--- config.mk ---
export PLATFORM = sky130hd
export DESIGN_NAME = regfile_sb_flat
export DESIGN_NICKNAME = d
export VERILOG_FILES = /design/src/rtl/regfile_sb_if.sv /design/src/rtl/regfile_sb.sv /design/src/flat_wrapper.sv
export SDC_FILE = /design/constraint.sdc
export NUM_CORES = 1
export LEC_CHECK = 0
export BUFFER_PORTS_ARGS = -buffer_cell sky130_fd_sc_hd__clkbuf_2
export CAP_MARGIN = 10
export CORE_ASPECT_RATIO = 1.25
export CORE_UTILIZATION = 24
export CTS_CLUSTER_SIZE = 10
export DETAILED_ROUTE_END_ITERATION = 6
export SLEW_MARGIN = 20
export SYNTH_ARGS = -nofsm -noshare
export SYNTH_HDL_FRONTEND = slang
export SYNTH_SLANG_ARGS = --single-unit
--- constraint.sdc ---
create_clock -name CLK -period 1.5 [get_ports CLK]
set_input_delay 0.075 -clock CLK [delete_from_list [all_inputs] [get_ports CLK]]
set_output_delay 0.075 -clock CLK [all_outputs]
set_load 0.01 [all_outputs]
--- src/rtl/regfile_sb_if.sv ---
// Register file access bundle: decode-side reads/locks, writeback-side write, PC slot source.
interface regfile_sb_if #(
    parameter int unsigned DATA_W = 32,
    parameter int unsigned ADDR_W = 4
);
    logic [ADDR_W-1:0] A1;
    logic [ADDR_W-1:0] A2;
    logic [DATA_W-1:0] RD1;
    logic [DATA_W-1:0] RD2;
    logic              BUSY1;
    logic              BUSY2;
    logic [ADDR_W-1:0] A3;
    logic [DATA_W-1:0] WD3;
    logic              WE3;
    logic [DATA_W-1:0] R15;
    logic              LOCK_EN;
    logic [ADDR_W-1:0] LOCK_A;

    modport master (
        output A1, A2, A3, WD3, WE3, R15, LOCK_EN, LOCK_A,
        input  RD1, RD2, BUSY1, BUSY2
    );

    modport slave (
        input  A1, A2, A3, WD3, WE3, R15, LOCK_EN, LOCK_A,
        output RD1, RD2, BUSY1, BUSY2
    );
endinterface

--- src/rtl/regfile_sb.sv ---
// Two-read/one-write register file with PC slot and per-register pending-write scoreboard.
// Optional same-edge write-to-read forwarding under macro REGFILE_BYPASS_EN.
module regfile_sb #(
    parameter int unsigned DATA_W = 32,
    parameter int unsigned ADDR_W = 4,
    parameter int unsigned PC_IDX = 15
) (
    input logic         CLK,
    input logic         RST_N,
    regfile_sb_if.slave bus
);
    localparam int unsigned     NREG = 1 << ADDR_W;
    localparam logic [ADDR_W-1:0] PC_A = ADDR_W'(PC_IDX);

    logic [DATA_W-1:0] mem [NREG];
    logic [NREG-1:0]   pend;
    logic [NREG-1:0]   pend_nxt;
    logic              wr_ok;
    logic              lk_ok;
    logic [ADDR_W-1:0] ra [2];
    logic [DATA_W-1:0] rd_c [2];
    logic [1:0]        busy_c;

    assign wr_ok = bus.WE3 && (bus.A3 != PC_A);
    assign lk_ok = bus.LOCK_EN && (bus.LOCK_A != PC_A);
    assign ra[0] = bus.A1;
    assign ra[1] = bus.A2;

    // Lock is applied after the clear so a same-address collision stays pending.
    always_comb begin
        pend_nxt = pend;
        if (wr_ok) pend_nxt[bus.A3] = 1'b0;
        if (lk_ok) pend_nxt[bus.LOCK_A] = 1'b1;
    end

    // Per-port read value selection; PC slot overrides everything.
    always_comb begin
        for (int p = 0; p < 2; p++) begin
            rd_c[p]   = mem[ra[p]];
            busy_c[p] = pend[ra[p]];
`ifdef REGFILE_BYPASS_EN
            if (wr_ok && (bus.A3 == ra[p])) begin
                rd_c[p]   = bus.WD3;
                busy_c[p] = lk_ok && (bus.LOCK_A == ra[p]);
            end
`endif
            if (ra[p] == PC_A) begin
                rd_c[p]   = bus.R15;
                busy_c[p] = 1'b0;
            end
        end
    end

    always_ff @(posedge CLK or negedge RST_N) begin
        if (!RST_N) begin
            for (int i = 0; i < int'(NREG); i++) mem[i] <= '0;
        end else if (wr_ok) begin
            mem[bus.A3] <= bus.WD3;
        end
    end

    always_ff @(posedge CLK or negedge RST_N) begin
        if (!RST_N) begin
            pend      <= '0;
            bus.RD1   <= '0;
            bus.RD2   <= '0;
            bus.BUSY1 <= 1'b0;
            bus.BUSY2 <= 1'b0;
        end else begin
            pend      <= pend_nxt;
            bus.RD1   <= rd_c[0];
            bus.RD2   <= rd_c[1];
            bus.BUSY1 <= busy_c[0];
            bus.BUSY2 <= busy_c[1];
        end
    end
endmodule

--- src/flat_wrapper.sv ---
// flat-port wrapper written by rule: the top's interface ports become plain ports
module regfile_sb_flat 
#(
    parameter int unsigned DATA_W = 32,
    parameter int unsigned ADDR_W = 4,
    parameter int unsigned PC_IDX = 15
)
  (CLK, RST_N, bus_A1, bus_A2, bus_A3, bus_WD3, bus_WE3, bus_R15, bus_LOCK_EN, bus_LOCK_A, bus_RD1, bus_RD2, bus_BUSY1, bus_BUSY2);
  regfile_sb_if #(.DATA_W(DATA_W), .ADDR_W(ADDR_W)) bus_i ();
  input logic CLK;
  input logic RST_N;
  input wire logic [$bits(bus_i.A1)-1:0] bus_A1;
  input wire logic [$bits(bus_i.A2)-1:0] bus_A2;
  input wire logic [$bits(bus_i.A3)-1:0] bus_A3;
  input wire logic [$bits(bus_i.WD3)-1:0] bus_WD3;
  input wire logic [$bits(bus_i.WE3)-1:0] bus_WE3;
  input wire logic [$bits(bus_i.R15)-1:0] bus_R15;
  input wire logic [$bits(bus_i.LOCK_EN)-1:0] bus_LOCK_EN;
  input wire logic [$bits(bus_i.LOCK_A)-1:0] bus_LOCK_A;
  output wire logic [$bits(bus_i.RD1)-1:0] bus_RD1;
  output wire logic [$bits(bus_i.RD2)-1:0] bus_RD2;
  output wire logic [$bits(bus_i.BUSY1)-1:0] bus_BUSY1;
  output wire logic [$bits(bus_i.BUSY2)-1:0] bus_BUSY2;
  assign bus_i.A1 = bus_A1;
  assign bus_i.A2 = bus_A2;
  assign bus_i.A3 = bus_A3;
  assign bus_i.WD3 = bus_WD3;
  assign bus_i.WE3 = bus_WE3;
  assign bus_i.R15 = bus_R15;
  assign bus_i.LOCK_EN = bus_LOCK_EN;
  assign bus_i.LOCK_A = bus_LOCK_A;
  assign bus_RD1 = bus_i.RD1;
  assign bus_RD2 = bus_i.RD2;
  assign bus_BUSY1 = bus_i.BUSY1;
  assign bus_BUSY2 = bus_i.BUSY2;
  regfile_sb #(.DATA_W(DATA_W), .ADDR_W(ADDR_W), .PC_IDX(PC_IDX)) u_core (.CLK(CLK), .RST_N(RST_N), .bus(bus_i));
endmodule
* Word-level counts from Yosys, hierarchy flattened
Index checks and enable logic that the tools add are counted.
** Word-level totals
- Bits in registers :: 594
** Cells by class
- Equality and inequality tests :: 4
- Reduce and logical (&&, ||, !) cells :: 5
- Magnitude comparators :: 10
- Bitwise gates (word level) :: 6
- Multiplexer cells :: 23
** Operator list (count)
- $bwmux W512 :: 1
- $bmux W32 S4 :: 2
- $mux W32 :: 7
- $demux W32 S4 :: 1
- $mux W16 :: 2
- $lt A4 B5 Y1 const B :: 4
- $and A16 B16 Y16 :: 1
- $not A16 Y16 :: 1
- $or A16 B16 Y16 :: 1
- $ge A5 B5 Y1 const B :: 3
- $not A4 Y5 :: 3
- $bmux W1 S4 :: 2
- $demux W1 S4 :: 2
- $eq A4 B4 Y1 const B :: 2
- $ge A4 B1 Y1 const B :: 2
- $ne A4 B4 Y1 const B :: 2
- $mux W1 :: 6
- $logic_and A1 B1 Y1 :: 5
- $lt A5 B1 Y1 const B :: 1

* Longest topological paths before layout
- Depth after elaboration :: 9
- Depth in mapped cells :: 7
- Mapped depth without buffers :: 4

* Least setup slack after synthesis
Ideal clock, no wire load.
- Path kind :: input to register
- From :: in bus_A1[0]
- To :: reg u_core.bus.RD1[0]
- Stages :: 6
- Path slack :: 18 ps
- Data required time :: 1363 ps
- Library setup time :: 137 ps
- Arrival :: 1345 ps
- Path through :: buf_2 buf_6 buf_6 mux4_2 a211oi_1 a21oi_1
** RTL lines
- start, declared :: line flat_wrapper.sv:12 : input wire logic [$bits(bus_i.A1)-1:0] bus_A1;
- end signal, assigned :: line regfile_sb.sv:71 : bus.RD1 <= rd_c[0];
- end, declared :: line regfile_sb_if.sv:26 : output RD1, RD2, BUSY1, BUSY2

==> results.cfg <==
[floorplanning]
die_area_sq_um = 120000
core-area_sq_um = 117000
fp.dieW_um = 310
chipHeight_um = 387
ioPinCount = 150
std_cell_rows = 140
initial_utilization_pct = 24.3

[finish]
regArea_sq_um = 14000
finalNetCount = 2324
synthToLayoutAreaGrowth_pct = 27.0
multi_input_area_sq_um = 13700
utilization_pct = 30.9
fin_cells = 3817
fill_cells = 11605
layout_commonest_cell = dfrtp_1
drive_above_1_share_pct = 53.9
mostFrequentLayoutCells = dfrtp_1, mux2_2, mux4_2, buf_4, clkbuf_2

[critical_path]
cp_data_arrival_time_ns = 2.07
worstSetupPathType = flip-flop to flip-flop
end_kind = flip-flop
critPathRequiredTime_ns = 2.00
cp_max_fo = 3
start_kind = flip-flop

[synth]
synth_area_per_cell_sq_um = 14.9
ys.flop_type = dfrtp_1
syn_area_sq_um = 28400
synth_edf_count = 0
synthTopCellsByArea = dfrtp_1, mux2_2, mux4_2
synth-async-reset-ratio_pct = 100
ys_ff_latch = 561
yosysSeqAreaShare_pct = 49.4
synth_top_area_share_pct = 49.4
yosys.area.top_type = dfrtp_1
synthCells = 1902
synthesis.nets = 1986
synth_cell_types = 38
ys_warn_count = 0

[place]
dp_hpwl_um = 62800
place_inst = 3652
gp_congestion = 0.814
port_buffers = 149

[power]
p_sw_share_pct = 27.7
sequentialPowerShare_pct = 45.8
p_clk_share_pct = 31.3
p_sw_uw = 12800
finalPower_uw = 46300
pwr-share-comb_pct = 22.9
p_leak_uw = 0.0148
peakVddDrop_v = 0.000742
power.internal_uw = 33500
power_density_nw_per_um2 = 1280

[grt]
grt_pass1_vias = 20186
groute.usage.overall_pct = 15.7
grt_pass1_wl_um = 139000
grt_busiest_layer = met2
grtUsageMet1_pct = 19.3
grtUsageMet3_pct = 3.57
met2_usage_pct = 26.1
antenna_found_initial = 19
grt.overflow.total = 0
grt_max_degree = 67

[outcome]
failed_checks = negative setup slack
outcome = complete, but fails checks

[drt]
ant_nets = 0
wl_per_cell_um = 24.4
totalWireLength_um = 93000
vias = 18957
route.detailed.drc = 0
drtIter0Drc = 1106
vias_per_cell = 4.97
dr.pass1.iters = 5

[clocking]
numCtsBuffers = 66
cts.sinks = 561
clockBufferDepth = 3
clk_pin_slew_ns = 0.06
h-tree-depth = 3
clockRootBuffer = clkbuf_16
cts_tree = built
insertion_delay_ns = 0.63

[min_path]
hold_path.class = primary input to flip-flop

[timing]
hold-worst-slack_ns = 0.0324
fin_ws_ns = -0.0685
setup-tns-final_ns = -0.137
finalCriticalPeriod_ns = 1.57
rsz0062_at_grt = yes
drv_slew = 0
worstMarginPinSlew_ns = 0.836
setup_viol = 5
min_period_over_period_pct = 105
slew_headroom_pct = 44.1
max_freq_mhz = 638
fin_skew_ns = 0.0222
final_hold_viol_count = 0

[job]
max_cap_viol_count = 0
-- sequential cells by signal, summed over array words and instances (netlist names) --
name,count
u_core.mem,480
u_core.bus.BUSY2,1
u_core.bus.RD2,32
u_core.bus.BUSY1,1
u_core.pend,15
u_core.bus.RD1,32
-- logic make-up after synthesis --
kind of cell	share of synthesized area, %
AO/OA/AOI/OAI	7.32
AND/OR/NAND/NOR	2.25
buffers and inverters	3.47
flip-flops	49.4
multiplexers	37.5
-- worst max-delay path: stages, from the launching register on --
cell      delay [ns]
dfrtp_1         0.41
mux4_2          0.48
nor2b_4         0.15
a211oi_2        0.19
buf_4           0.17
a21oi_2         0.05
-- final cells by class --
cell class,instances,area share (%)
Timing Repair Buffer,465,12.6
Clock buffer,73,4.77
Tap cell,1562,5.42
Clock inverter,6,0.257
Sequential cell,561,38.9
Multi-Input combinational cell,1141,37.9
Inverter,5,0.0520
Antenna cell,4,0.0277
-- synth_stat cells, types with 5 or more instances --
library cell / n
dfrtp_1: 561
mux2_2: 493
mux4_2: 198
buf_2: 91
clkbuf_1: 79
nor2b_1: 62
o221ai_1: 61
a211oi_1: 60
a21oi_1: 60
mux2i_1: 43
a2bb2oi_1: 30
o22a_1: 29
o21ai_0: 23
nor2_1: 13
buf_6: 11
mux2_1: 11
buf_4: 10
nand2_1: 8
nand2b_1: 8
mux2_4: 6
o22ai_1: 6
inv_1: 5
nand3b_1: 5
-- metal layers --
| metal | routed length (um) | vias up |
|---|---|---|
| met4 | 3410 | 30 |
| met3 | 5190 | 197 |
| met5 | 171 | - |
| met1 | 38300 | 10164 |
| met2 | 46000 | 498 |
| li1 | - | 8068 |
-- path summary, 6_finish.rpt --
| path | start | endpoint | slack [ns] | cells after the start |
|---|---|---|---|---|
| setup / recovery | u_core.mem[489] | u_core.bus.RD2[9] | -0.07 | 5 |
| hold reg to reg | u_core.mem[382] | u_core.mem[382] | 0.51 | 1 |
| min in group asynchronous | RST_N | u_core.bus.RD2[9] | 0.12 | 3 |
| setup reg to reg | u_core.mem[489] | u_core.bus.RD2[9] | -0.07 | 5 |
| max in group asynchronous | RST_N | u_core.mem[346] | 0.94 | 4 |
| hold / removal | bus_WE3 | u_core.pend[7] | 0.03 | 5 |
-- timing repair --
action                                  in CTS  in global routing
hold endpoints to repair                  1117                  0
pin swaps                                   12                 11
cloned                                       0                  0
hold buffers                                84                  0
setup buffers                                0                  2
resized for setup                            9                 39
endpoints found under the setup margin      17                 38
-- power by group through the flow --
stage / sequential (uW) / clock, uW / combinational [uW]
final: 21200 / 14500 / 10600
after global routing: 21600 / 15400 / 11500
after CTS: 21100 / 14900 / 10600
after detailed placement: 21400 / 0 / 10300
after global placement: 21200 / 0 / 10100
after floorplan: 20500 / 0 / 7170
-- metrics by stage --
stage,setup WS (ns),cell area [sq um]
after CTS,-0.0392,35900
after floorplan,0.0183,28400
after global placement,-0.286,33200
after global routing,-0.0941,36100
after detailed placement,-0.297,33200
final,-0.0685,36100
Power figures use the tool's default switching activity.
